**src/rtl/chk_sat_counter.sv**
```systemverilog
`default_nettype none
// ============================================================================
//  Module   : chk_sat_counter
//  Purpose  : Up-counter that sticks at all ones instead of wrapping.
//  Ports    : clk   in  1      clock, rising edge
//             rst   in  1      synchronous active-high reset (count -> 0)
//             inc   in  1      increment request
//             count out WIDTH  current count
//  Revision : 1.0 - initial release
// ============================================================================
module chk_sat_counter #(
  parameter int WIDTH = 8
) (
  input  logic             clk,
  input  logic             rst,
  input  logic             inc,
  output logic [WIDTH-1:0] count
);

  always_ff @(posedge clk) begin
    if (rst) begin
      count <= '0;
    end else if (inc && (count != '1)) begin
      count <= count + WIDTH'(1);
    end
  end

endmodule : chk_sat_counter
`default_nettype wire

```
**config.mk**
```make
export PLATFORM = sky130hd
export DESIGN_NAME = chk_sat_counter
export DESIGN_NICKNAME = d
export VERILOG_FILES = /design/src/rtl/chk_sat_counter.sv
export SDC_FILE = /design/constraint.sdc
export NUM_CORES = 1
export LEC_CHECK = 0
export ABC_AREA = 1
export BUFFER_PORTS_ARGS = -buffer_cell sky130_fd_sc_hd__buf_2
export CORE_AREA = 4 4 41 43
export DETAILED_ROUTE_END_ITERATION = 12
export DIE_AREA = 0 0 45 47
export SLEW_MARGIN = 15
export SYNTH_ARGS = -nofsm -noshare
export SYNTH_HDL_FRONTEND = slang
export SYNTH_SLANG_ARGS = --single-unit
```
**constraint.sdc**
```tcl
create_clock -name clk -period 2.1 [get_ports clk]
set_input_delay 0.42 -clock clk [delete_from_list [all_inputs] [get_ports clk]]
set_output_delay 0.42 -clock clk [all_outputs]
set_load 0.01 [all_outputs]
```
# After elaboration in Yosys (flattened, before gate mapping)
# Cells that the tools add are included.
[word_totals] register_bits=8 output_inout_bits=8
[op_classes] addsub=1 eq_ne=1 reduce_logical=1
[ops] cell="$add A8 B1 Y8 const B" n=1
[ops] cell="$ne A8 B8 Y1 const B" n=1
[ops] cell="$logic_and A1 B1 Y1" n=1

# Longest topological paths before layout
# Gate-level depths: netlist of run 1.
[logic_depth] ltp_word=2 mapped_depth=8 mapped_depth_nobuf=7

# Worst setup path before layout of run 1
# No wires, ideal clock.
[synth_path] kind="flip-flop to flip-flop" start="register count[0]" end="register count[3]" setup_ps=115 arrival_time_ps=1136 t_required_ps=1985 slack_ps=849 path_stages_with_launch=8 n_path_buf=1 synth_period_minus_slack_ps=1251 path_cell_list="dfxtp_1 -> ha_1 -> nand3_2 -> inv_2 -> nand2_2 -> buf_6 -> a21oi_1 -> nor2_1"
[synth_between] elab_chain_len=2 word_cells_on_any_way=3 classes_between="1 x add/sub; 1 x eq/ne; 1 x reduce/logical"
[synth_rtl] element="start: declaration" line="17" rtl="output logic [WIDTH-1:0] count"
[synth_rtl] element="start signal: assignment" line="24" rtl="count <= count + WIDTH'(1);"
[synth_rtl] element="parallel branches: the longest is 2 deep, another holds $add A8 B1 Y8"
# Several ways; the timed one is not identified.
# A chain may end at the register's enable or synchronous reset.

# Worst setup path after layout of run 1
[layout_path] start="register count[3]" end="output count[3]"
# No word-level cell between the ends.

==> results of run 1 <==
-- per-stage QoR --
step / hold WS (ps) / power, mW / worst slack, ps
3_5_place_dp: 487 / 0.192 / 829
4_1_cts: 429 / 0.316 / 787
5_1_grt: 476 / 0.329 / 685
2_1_floorplan: 488 / 0.183 / 849
3_3_place_gp: 461 / 0.192 / 865
6_report: 424 / 0.311 / 789
-- worst register-to-register path, delay by kind of cell, from the launching register on --
kind	cells	cell delay, ps
buf+inv	1	60
compound gates	1	170
simple gates	3	300
fa+ha+maj	1	240
flops	1	400
-- worst min-delay path by stage --
stage	start	end	cells past startpoint	slack (ps)
finish	rst	count[2]	4	420
global route	rst	count[2]	4	480
CTS	rst	count[2]	4	430
detailed placement	count[6]	count[6]	2	490
global placement	count[6]	count[6]	2	460
floorplan	count[6]	count[6]	2	490
-- cell families after synthesis --
| family | Yosys count | share of synthesized area |
|---|---|---|
| AND/OR/NAND/NOR | 48 | 0.447 |
| flip-flops | 8 | 0.331 |
| buffers and inverters | 13 | 0.124 |
| AO/OA/AOI/OAI | 7 | 0.0723 |
| adder cells (fa/ha/maj) | 1 | 0.0258 |
-- cell usage after synthesis --
library cell,n,area (um2)
a21oi_1,6,30.0
buf_4,1,7.51
buf_6,1,11.3
dfxtp_1,8,160
ha_1,1,12.5
inv_1,9,33.8
inv_2,2,7.51
nand2_1,20,75.1
nand2_2,1,6.26
nand3_1,7,35.0
nand3_2,2,20.0
nand3b_2,1,11.3
nor2_1,15,56.3
nor2_2,2,12.5
o21ai_1,1,5.00
-- power groups by stage --
stage          Clock, mW  Combinational (mW)  Sequential, mW
3_5_place_dp           0              0.0278           0.164
6_report           0.123              0.0275           0.161
5_1_grt            0.136              0.0313           0.161
4_1_cts            0.127              0.0279           0.161
2_1_floorplan          0              0.0181           0.165
3_3_place_gp           0              0.0281           0.164
-- per-layer routing --
layer / vias to the layer above / GRT usage / wire (um)
li1: 264 / - / -
met1: 204 / 0.153 / 511
met2: 13 / 0.184 / 447
met3: 2 / 0.0613 / 67
met4: 0 / 0.0702 / 19
met5: - / 0 / 0
-- area by class of cell --
class / instances / area (um2)
clock buffer: 3 / 22.5
fill: 150 / 744
timing repair buffer: 10 / 50.0
tap: 15 / 18.8
multi-input combinational: 56 / 264
inverter: 11 / 41.3
sequential: 8 / 160
==> results by group, run 1 <==
Critical path
  • Worst path required time: 1680 ps
  • Worst Setup End Kind: output port
  • Worst r2r dst: count[3]
  • CP startpoint: count[3]
  • Crit-path max FO: 7
  • CP bufs+invs: 1
  • Crit path depth: 1
  • CP delay by family, top: flip-flops
  • Slowest CP cell: dfxtp_1
  • Startpoint types: flip-flop
  • Flop-to-flop setup slack: 820 ps
  • CP cell instances: buf_2
  • Critical Path End: count[3]
  • Crit Path Class: reg2out
  • RR Startpoint: count[0]
  • Worst R2R Path Depth: 6
  • CP peak stage delay: 450 ps
  • CP arrival: 890 ps

Die
  • Die area: 2120 um2
  • Initial Util: 0.372
  • Top-level I/O count: 11
  • Core ar.: 1300 um2
  • Die Wd: 45 um
  • Die Y: 47 um
  • Row count: 13

Timing
  • Setup violators final: 0
  • Fin. max-slew vios: 0
  • Final min period: 1310 ps
  • Final Hold Violating Endpoints: 0
  • Peak Freq: 0.763 GHz
  • Max-slew headroom: 0.832
  • Least-Margin Pin Slew: 251 ps
  • Setup tns final: 0 ps
  • Final worst path period share: 0.624
  • Clk_skew: 11.1 ps
  • RSZ-0062 raised after global routing: false

Global routing
  • Initial antenna violation count: 0
  • Largest net degree at the start of global routing: 13
  • First-pass GRT wire length: 1860 um
  • GRT overflow: 0
  • Vias in the first global route: 415
  • All-layer global routing usage: 0.127

Synth
  • Cell count after synthesis: 77
  • Register area share after synthesis: 0.331
  • Syn_area_per_cell: 6.29 um2
  • Yosys reg bits: 8
  • Post-Syn Area: 484 um2
  • Synth Warn #: 0
  • Mapped Nets: 81
  • Synth unique cells: 15

Pwr
  • PwrDens: 558 nW/um2
  • Internal power: 233 uW
  • Clk pwr share: 0.395
  • Leak pwr: 0.288 nW
  • VDD IR max: 0.293 mV
  • Switching Share: 0.250
  • Combinational Power Share: 0.088
  • P_sw: 77.7 uW
  • Reg power frac: 0.516

Final layout
  • Final instance area: 557 um2
  • Largest register by flop count: count
  • Largest register FFs: 8
  • # nets final: 94
  • Share of layout cells above drive strength 1: 0.239
  • End-of-flow core utilization: 0.428
  • Area Overhead vs Synth: 15.0%
  • Top Registers: count: 8 flops
  • Fin cells: 103
  • Antenna cell count: 0
  • Most frequent cells in the layout: nand2_1 (20), nor2_1 (15), buf_2 (10)
  • Most common cell after layout, fill and taps aside: nand2_1

Placed design
  • DP HPWL: 763 um
  • IO buf count: 10
  • DP Area: 534 um2
  • Placed Cells: 100
  • GPL Wtd Cong: 0.736

Detailed routing
  • Wirelength per Cell: 10.1 um
  • Initial DRC count: 7
  • Total Wirelength: 1050 um
  • DRC viols: 0
  • Vias per std cell: 4.69
  • Drt first pass iters: 4
  • ANT nets after route: 0
  • Routed via count: 483

CTS
  • CTS tree: built
  • Total CTS buffers: 3
  • H-Tree Level Count: 1
  • Worst-path clk slew: 60 ps
  • Cts hold-fix bufs: 0
  • Post-CTS setup buffer count: 0
  • PostCTS Resize Cnt: 0
  • Clock buffer depth: 2
  • Root buffer cell: clkbuf_4
  • CTS Sinks: 8
  • Worst-Skew Late Latency: 260 ps

Outcome
  • Status: finished, final reports clean

Min path
  • Class of the worst hold path: in2reg

Run
  • Max Cap Viol: 0
Power figures use the tool's default switching activity.
==> inputs of run 2 (changes only) <==
Settings changed: ABC_AREA 1 to 0.
Clock period 2.1 ns to 1.34 ns, I/O delays scaled along.
==> results by group, run 2 <==
Synth
  • Syn_area_per_cell: 9.36 um2 (was 6.29 um2)
  • Top cell type's share of synthesized area: 0.372 (was 0.331)
  • Count leader, synth: dfxtp_1 (was nand2_1)
  • Top cells by area, synth: dfxtp_1 (37%), a21oi_1 (5.8%), a21boi_4 (4.4%) (was dfxtp_1 (33%), nand2_1 (16%), nor2_1 (12%))
  • Most common library cells after synthesis: dfxtp_1 (8), a21oi_1 (5), nand2_1 (5) (was nand2_1 (20), nor2_1 (15), inv_1 (9))
  • Mapped Nets: 50 (was 81)
  • Ys async rst share: 0 (unchanged)
  • Register area share after synthesis: 0.372 (was 0.331)
  • Post-Syn Area: 430 um2 (was 484 um2)
  • Synth Flop Type: dfxtp_1 (unchanged)
  • Synth unique cells: 25 (was 15)
  • Synth Warn #: 0 (unchanged)
  • Biggest area consumer among synthesized cells: dfxtp_1 (unchanged)
  • Yosys reg bits: 8 (unchanged)
  • Post-synth EDFFs: 0 (unchanged)
  • Cell count after synthesis: 46 (was 77)

Global routing
  • Vias in the first global route: 368 (was 415)
  • Initial antenna violation count: 0 (unchanged)
  • GRT overflow: 0 (unchanged)
  • Largest net degree at the start of global routing: 9 (was 13)
  • All-layer global routing usage: 0.115 (was 0.127)
  • First-pass GRT wire length: 1670 um (was 1860 um)

CTS
  • PostCTS Resize Cnt: 0 (unchanged)
  • H-Tree Level Count: 1 (unchanged)
  • Worst-Skew Late Latency: 260 ps (about the same)
  • Root buffer cell: clkbuf_4 (unchanged)
  • Cts hold-fix bufs: 0 (unchanged)
  • Clock buffer depth: 2 (unchanged)
  • Worst-path clk slew: 50 ps (was 60 ps)
  • CTS Sinks: 8 (unchanged)
  • Post-CTS setup buffer count: 0 (unchanged)
  • CTS tree: built (unchanged)
  • Total CTS buffers: 3 (unchanged)

Timing
  • Max-slew headroom: 0.838 (was 0.832)
  • Least-Margin Pin Slew: 243 ps (was 251 ps)
  • Setup tns final: 0 ps (unchanged)
  • Fin. max-slew vios: 0 (unchanged)
  • Peak Freq: 0.775 GHz
  • Clk_skew: 0.253 ps (was 11.1 ps)
  • Final min period: 1290 ps
  • Setup violators final: 0 (unchanged)
  • RSZ-0062 raised after global routing: false (unchanged)
  • Fin worst setup slack: 48.9 ps (was 789 ps)
  • Final Hold Violating Endpoints: 0 (unchanged)
  • Final worst path period share: 0.963

Critical path
  • CP cell instances: ha_2 -> and3_4 -> a21boi_4 -> mux2_4 (was buf_2)
  • Startpoint types: flip-flop (unchanged)
  • CP arrival: 1430 ps (was 890 ps)
  • Worst Setup End Kind: flip-flop (was output port)
  • Worst r2r dst: count[0] (was count[3])
  • CP peak stage delay: 320 ps (was 450 ps)
  • Flop-to-flop setup slack: 50 ps (was 820 ps)
  • Slowest CP cell: dfxtp_2 (was dfxtp_1)
  • CP startpoint: count[0] (was count[3])
  • Critical Path End: count[0] (was count[3])
  • Worst path required time: 1480 ps (was 1680 ps)
  • Crit-path max FO: 3 (was 7)
  • RR Startpoint: count[0] (unchanged)
  • Worst R2R Path Depth: 4 (was 6)
  • Crit Path Class: reg2reg (was reg2out)

Die
  • Core ar.: 1300 um2 (unchanged)
  • Die area: 2120 um2 (unchanged)
  • Top-level I/O count: 11 (unchanged)
  • Initial Util: 0.331 (was 0.372)
  • Die Wd: 45 um (unchanged)
  • Row count: 13 (unchanged)
  • Die Y: 47 um (unchanged)

Outcome
  • Status: finished, final reports clean (unchanged)

Final layout
  • Area Overhead vs Synth: 35.2% (was 15.0%)
  • Top Registers: count: 8 flops (unchanged)
  • # nets final: 73 (was 94)
  • Most common cell after layout, fill and taps aside: buf_2 (was nand2_1)
  • Antenna cell count: 0 (unchanged)
  • Share of layout cells above drive strength 1: 0.433 (was 0.239)
  • Largest register FFs: 8 (unchanged)
  • Most frequent cells in the layout: buf_2 (10), buf_4 (9), dfxtp_1 (7) (was nand2_1 (20), nor2_1 (15), buf_2 (10))
  • Largest register by flop count: count (unchanged)

Placed design
  • IO buf count: 10 (unchanged)
  • GPL Wtd Cong: 0.743 (was 0.736)
  • Dpl ws: 43.6 ps (was 829 ps)

Run
  • Max Cap Viol: 0 (unchanged)

Detailed routing
  • Vias per std cell: 5.11 (was 4.69)
  • ANT nets after route: 0 (unchanged)
  • Drt first pass iters: 4 (unchanged)
  • DRC viols: 0 (unchanged)
  • Total Wirelength: 1010 um (was 1050 um)
  • Routed via count: 419 (was 483)
  • Initial DRC count: 4 (was 7)
  • Wirelength per Cell: 12.3 um (was 10.1 um)

Pwr
  • Leak pwr: 0.263 nW (was 0.288 nW)
  • VDD IR max: 0.512 mV (was 0.293 mV)
  • PwrDens: 843 nW/um2 (was 558 nW/um2)

Min path
  • Class of the worst hold path: in2reg (unchanged)
run 2: cell count changes in the layout (fill, tap and decap cells not counted), sizes merged, moves of 2 or more:
cell    change
a211oi      +2
nand3       -7
buf         +9
inv        -10
nor3        +2
a21boi      +2
nand2      -16
nand4       +2
and4        +2
o21bai      +2
nor2       -16
run 2: stage by stage:
step	hold slack [ps]	total power, mW	cells	utilization	instance area [um2]
after CTS	269	0.498	82	0.447	582
after global placement	539	0.307	79	0.430	559
after detailed placement	542	0.307	79	0.430	559
after global routing	273	0.526	82	0.447	582
after floorplan	340	0.281	46	-	434
final	274	0.491	82	0.447	582
run 2: report_power, final:
group / internal (mW) / total, mW / switching (mW)
Clock: 0.103 / 0.189 / 0.0865
Sequential: 0.245 / 0.248 / 0.00377
Combinational: 0.0274 / 0.0529 / 0.0255
Total: 0.375 / 0.491 / 0.116
run 2: cell families (layout without fill, tap and decap cells):
logic type	count (synthesis)	after routing	synth area share
buffers and inverters	2	23	0.0349
multiplexers	2	2	0.0581
AND/OR/NAND/NOR	18	18	0.247
AO/OA/AOI/OAI	15	15	0.259
adder cells (fa/ha/maj)	1	1	0.0291
flip-flops	8	8	0.372
run 2: metal layers:
layer	wire length [um]	global-route usage	up-vias
met5	0	0	-
li1	-	-	218
met3	109	0.0728	2
met4	8	0.0526	0
met1	452	0.134	184
met2	439	0.167	15
run 2: area by class of cell:
type / instances / area (um2)
Fill cell: 136 / 719
Multi-Input combinational cell: 36 / 258
Sequential cell: 8 / 161
Timing Repair Buffer: 19 / 118
Clock buffer: 3 / 22.5
Tap cell: 15 / 18.8
Inverter: 1 / 3.75
run 2: worst min path at each step:
stage	startpoint	end	slack, ps	depth (start not counted)
6_report	rst	count[7]	270	2
5_1_grt	rst	count[7]	270	2
4_1_cts	rst	count[7]	270	2
3_5_place_dp	rst	count[7]	540	2
3_3_place_gp	rst	count[7]	540	2
2_1_floorplan	rst	count[7]	340	1
run 2: critical path, delay by kind of cell (launching register included):
family / cells / cell delay (ps)
DFF: 1 / 320
muxes: 1 / 310
and+or+nand+nor: 1 / 190
adders and majority gates: 1 / 180
AOI/OAI and AO/OA: 1 / 180
==> inputs of run 3 (changes only) <==
Settings changed: CELL_PAD_IN_SITES_DETAIL_PLACEMENT from default to 1, CELL_PAD_IN_SITES_GLOBAL_PLACEMENT from default to 2, CORE_AREA 4 4 41 43 to default, CORE_MARGIN from default to 4, CORE_UTILIZATION from default to 28, DIE_AREA 0 0 45 47 to default, PLACE_DENSITY_LB_ADDON from default to 0.1.
==> results by group, run 3 (synthesis gave the netlist of run 2 again) <==
Outcome
  • Status: finished, final reports clean (unchanged)

Final layout
  • Most common cell after layout, fill and taps aside: buf_2 (unchanged)
  • Largest register by flop count: count (unchanged)
  • Largest register FFs: 8 (unchanged)
  • Final instance area: 586 um2 (was 582 um2)
  • Antenna cell count: 0 (unchanged)
  • # nets final: 71 (was 73)
  • Layout fillers: 182 (was 136)
  • Top Registers: count: 8 flops (unchanged)
  • Most frequent cells in the layout: buf_2 (10), buf_4 (7), dfxtp_1 (6) (was buf_2 (10), buf_4 (9), dfxtp_1 (7))
  • Share of layout cells above drive strength 1: 0.446 (was 0.433)
  • Area Overhead vs Synth: 36.0% (was 35.2%)

Critical path
  • Flop-to-flop setup slack: 50 ps (about the same)
  • Crit-path max FO: 5 (was 3)
  • Crit Path Class: reg2reg (unchanged)
  • Worst Setup End Kind: flip-flop (unchanged)
  • RR Startpoint: count[0] (unchanged)
  • Startpoint types: flip-flop (unchanged)
  • Critical Path End: count[0] (unchanged)
  • CP peak stage delay: 360 ps (was 320 ps)
  • CP cell instances: ha_4 -> and3_4 -> a21boi_4 -> mux2_4 (was ha_2 -> and3_4 -> a21boi_4 -> mux2_4)
  • CP arrival: 1430 ps (about the same)
  • Slowest CP cell: dfxtp_4 (was dfxtp_2)
  • CP startpoint: count[0] (unchanged)
  • Worst r2r dst: count[0] (unchanged)
  • Worst path required time: 1480 ps (about the same)
  • Worst R2R Path Depth: 4 (unchanged)

Timing
  • Fin worst setup slack: 52.0 ps (was 48.9 ps)
  • Clk_skew: 0.906 ps (was 0.253 ps)
  • Least-Margin Pin Slew: 309 ps (was 243 ps)
  • Final min period: 1290 ps (about the same)
  • Peak Freq: 0.776 GHz (was 0.775 GHz)
  • Final worst path period share: 0.961 (was 0.963)
  • Final Hold Violating Endpoints: 0 (unchanged)
  • Fin. max-slew vios: 0 (unchanged)
  • Max-slew headroom: 0.794 (was 0.838)
  • Setup violators final: 0 (unchanged)
  • RSZ-0062 raised after global routing: false (unchanged)
  • Setup tns final: 0 ps (unchanged)

CTS
  • H-Tree Level Count: 1 (unchanged)
  • Worst-path clk slew: 50 ps (about the same)
  • Worst-Skew Late Latency: 250 ps (was 260 ps)
  • Clock buffer depth: 2 (unchanged)
  • CTS Sinks: 8 (unchanged)
  • Cts hold-fix bufs: 0 (unchanged)
  • Total CTS buffers: 3 (unchanged)
  • CTS tree: built (unchanged)
  • Root buffer cell: clkbuf_4 (unchanged)

Global routing
  • Largest net degree at the start of global routing: 9 (unchanged)
  • Vias in the first global route: 496 (was 368)
  • Initial antenna violation count: 0 (unchanged)
  • All-layer global routing usage: 0.139 (was 0.115)
  • First-pass GRT wire length: 2120 um (was 1670 um)
  • GRT overflow: 0 (unchanged)

Die
  • Top-level I/O count: 11 (unchanged)
  • Die Y: 47.2 um (was 47 um)
  • Core ar.: 1370 um2 (was 1300 um2)
  • Die Wd: 47.2 um (was 45 um)
  • Row count: 13 (unchanged)
  • Die area: 2230 um2 (was 2120 um2)
  • Initial Util: 0.315 (was 0.331)

Pwr
  • VDD IR max: 0.388 mV (was 0.512 mV)
  • PwrDens: 846 nW/um2 (was 843 nW/um2)
  • Design Power: 496 uW (was 491 uW)
  • Leak pwr: 0.254 nW (was 0.263 nW)

Placed design
  • IO buf count: 10 (unchanged)
  • DP HPWL: 1030 um
  • GPL Wtd Cong: 0.763 (was 0.743)
  • DP Area: 537 um2 (was 559 um2)
  • Dpl ws: 23.5 ps (was 43.6 ps)

Run
  • Max Cap Viol: 0 (unchanged)

Detailed routing
  • Routed via count: 447 (was 419)
  • DRC viols: 0 (unchanged)
  • Wirelength per Cell: 17.0 um (was 12.3 um)
  • Initial DRC count: 2 (was 4)
  • Drt first pass iters: 2 (was 4)
  • Total Wirelength: 1360 um (was 1010 um)
  • Vias per std cell: 5.59 (was 5.11)
  • ANT nets after route: 0 (unchanged)

Min path
  • Class of the worst hold path: in2reg (unchanged)
## run 3: cell count changes in the layout (fill, tap and decap cells not counted)
cell     delta
dfxtp_4     +1
nand3_1     -1
ha_2        -1
nand3_2     +1
buf_4       -2
dfxtp_1     -1
ha_4        +1
## run 3: critical path: cells and delay by family, from the launching register on
| family | cells | cell delay, ps |
|---|---|---|
| flip-flops | 1 | 360 |
| AND/OR/NAND/NOR | 1 | 190 |
| AO/OA/AOI/OAI | 1 | 160 |
| adder cells (fa/ha/maj) | 1 | 160 |
| multiplexers | 1 | 310 |
## run 3: power by group
group	internal, mW	switching (mW)	total [mW]
clock network	0.102	0.0812	0.184
registers	0.245	0.00847	0.253
logic	0.0301	0.0289	0.0590
## run 3: repair_timing
action | in CTS | in global routing
buffers inserted | 0 | 1
setup endpoints to repair | 0 | 3
resized for setup | 0 | 4
## run 3: final cells by class
type / instances / area (um2) / share of cell area
tap: 15 / 18.8 / 0.0321
timing repair buffer: 17 / 103 / 0.175
inverter: 1 / 3.75 / 0.00641
multi-input combinational: 36 / 273 / 0.466
sequential: 8 / 165 / 0.282
clock buffer: 3 / 22.5 / 0.0385
## run 3: how the worst min path moves through the flow
| stage | from | endpoint | slack [ps] | cells past startpoint |
|---|---|---|---|---|
| global route | rst | count[2] | 320 | 2 |
| finish | rst | count[2] | 300 | 2 |
| global placement | count[5] | count[5] | 540 | 2 |
| CTS | rst | count[7] | 290 | 2 |
| detailed placement | count[5] | count[5] | 570 | 2 |
| floorplan | rst | count[7] | 340 | 1 |
## run 3: per-layer routing
metal  up-vias  share of wire  track usage
met3         0          0.054       0.0651
met1       218           0.41        0.147
li1        217              -            -
met5         -              0            0
met4         0              0       0.0166
met2        12           0.53        0.255
## run 3: metrics by stage
stage,hold slack (ps),utilization,std cells
after floorplan,340,-,46
after global placement,540,0.393,76
after detailed placement,567,0.393,76
after CTS,290,0.409,79
after global routing,321,0.429,80
final,300,0.429,80
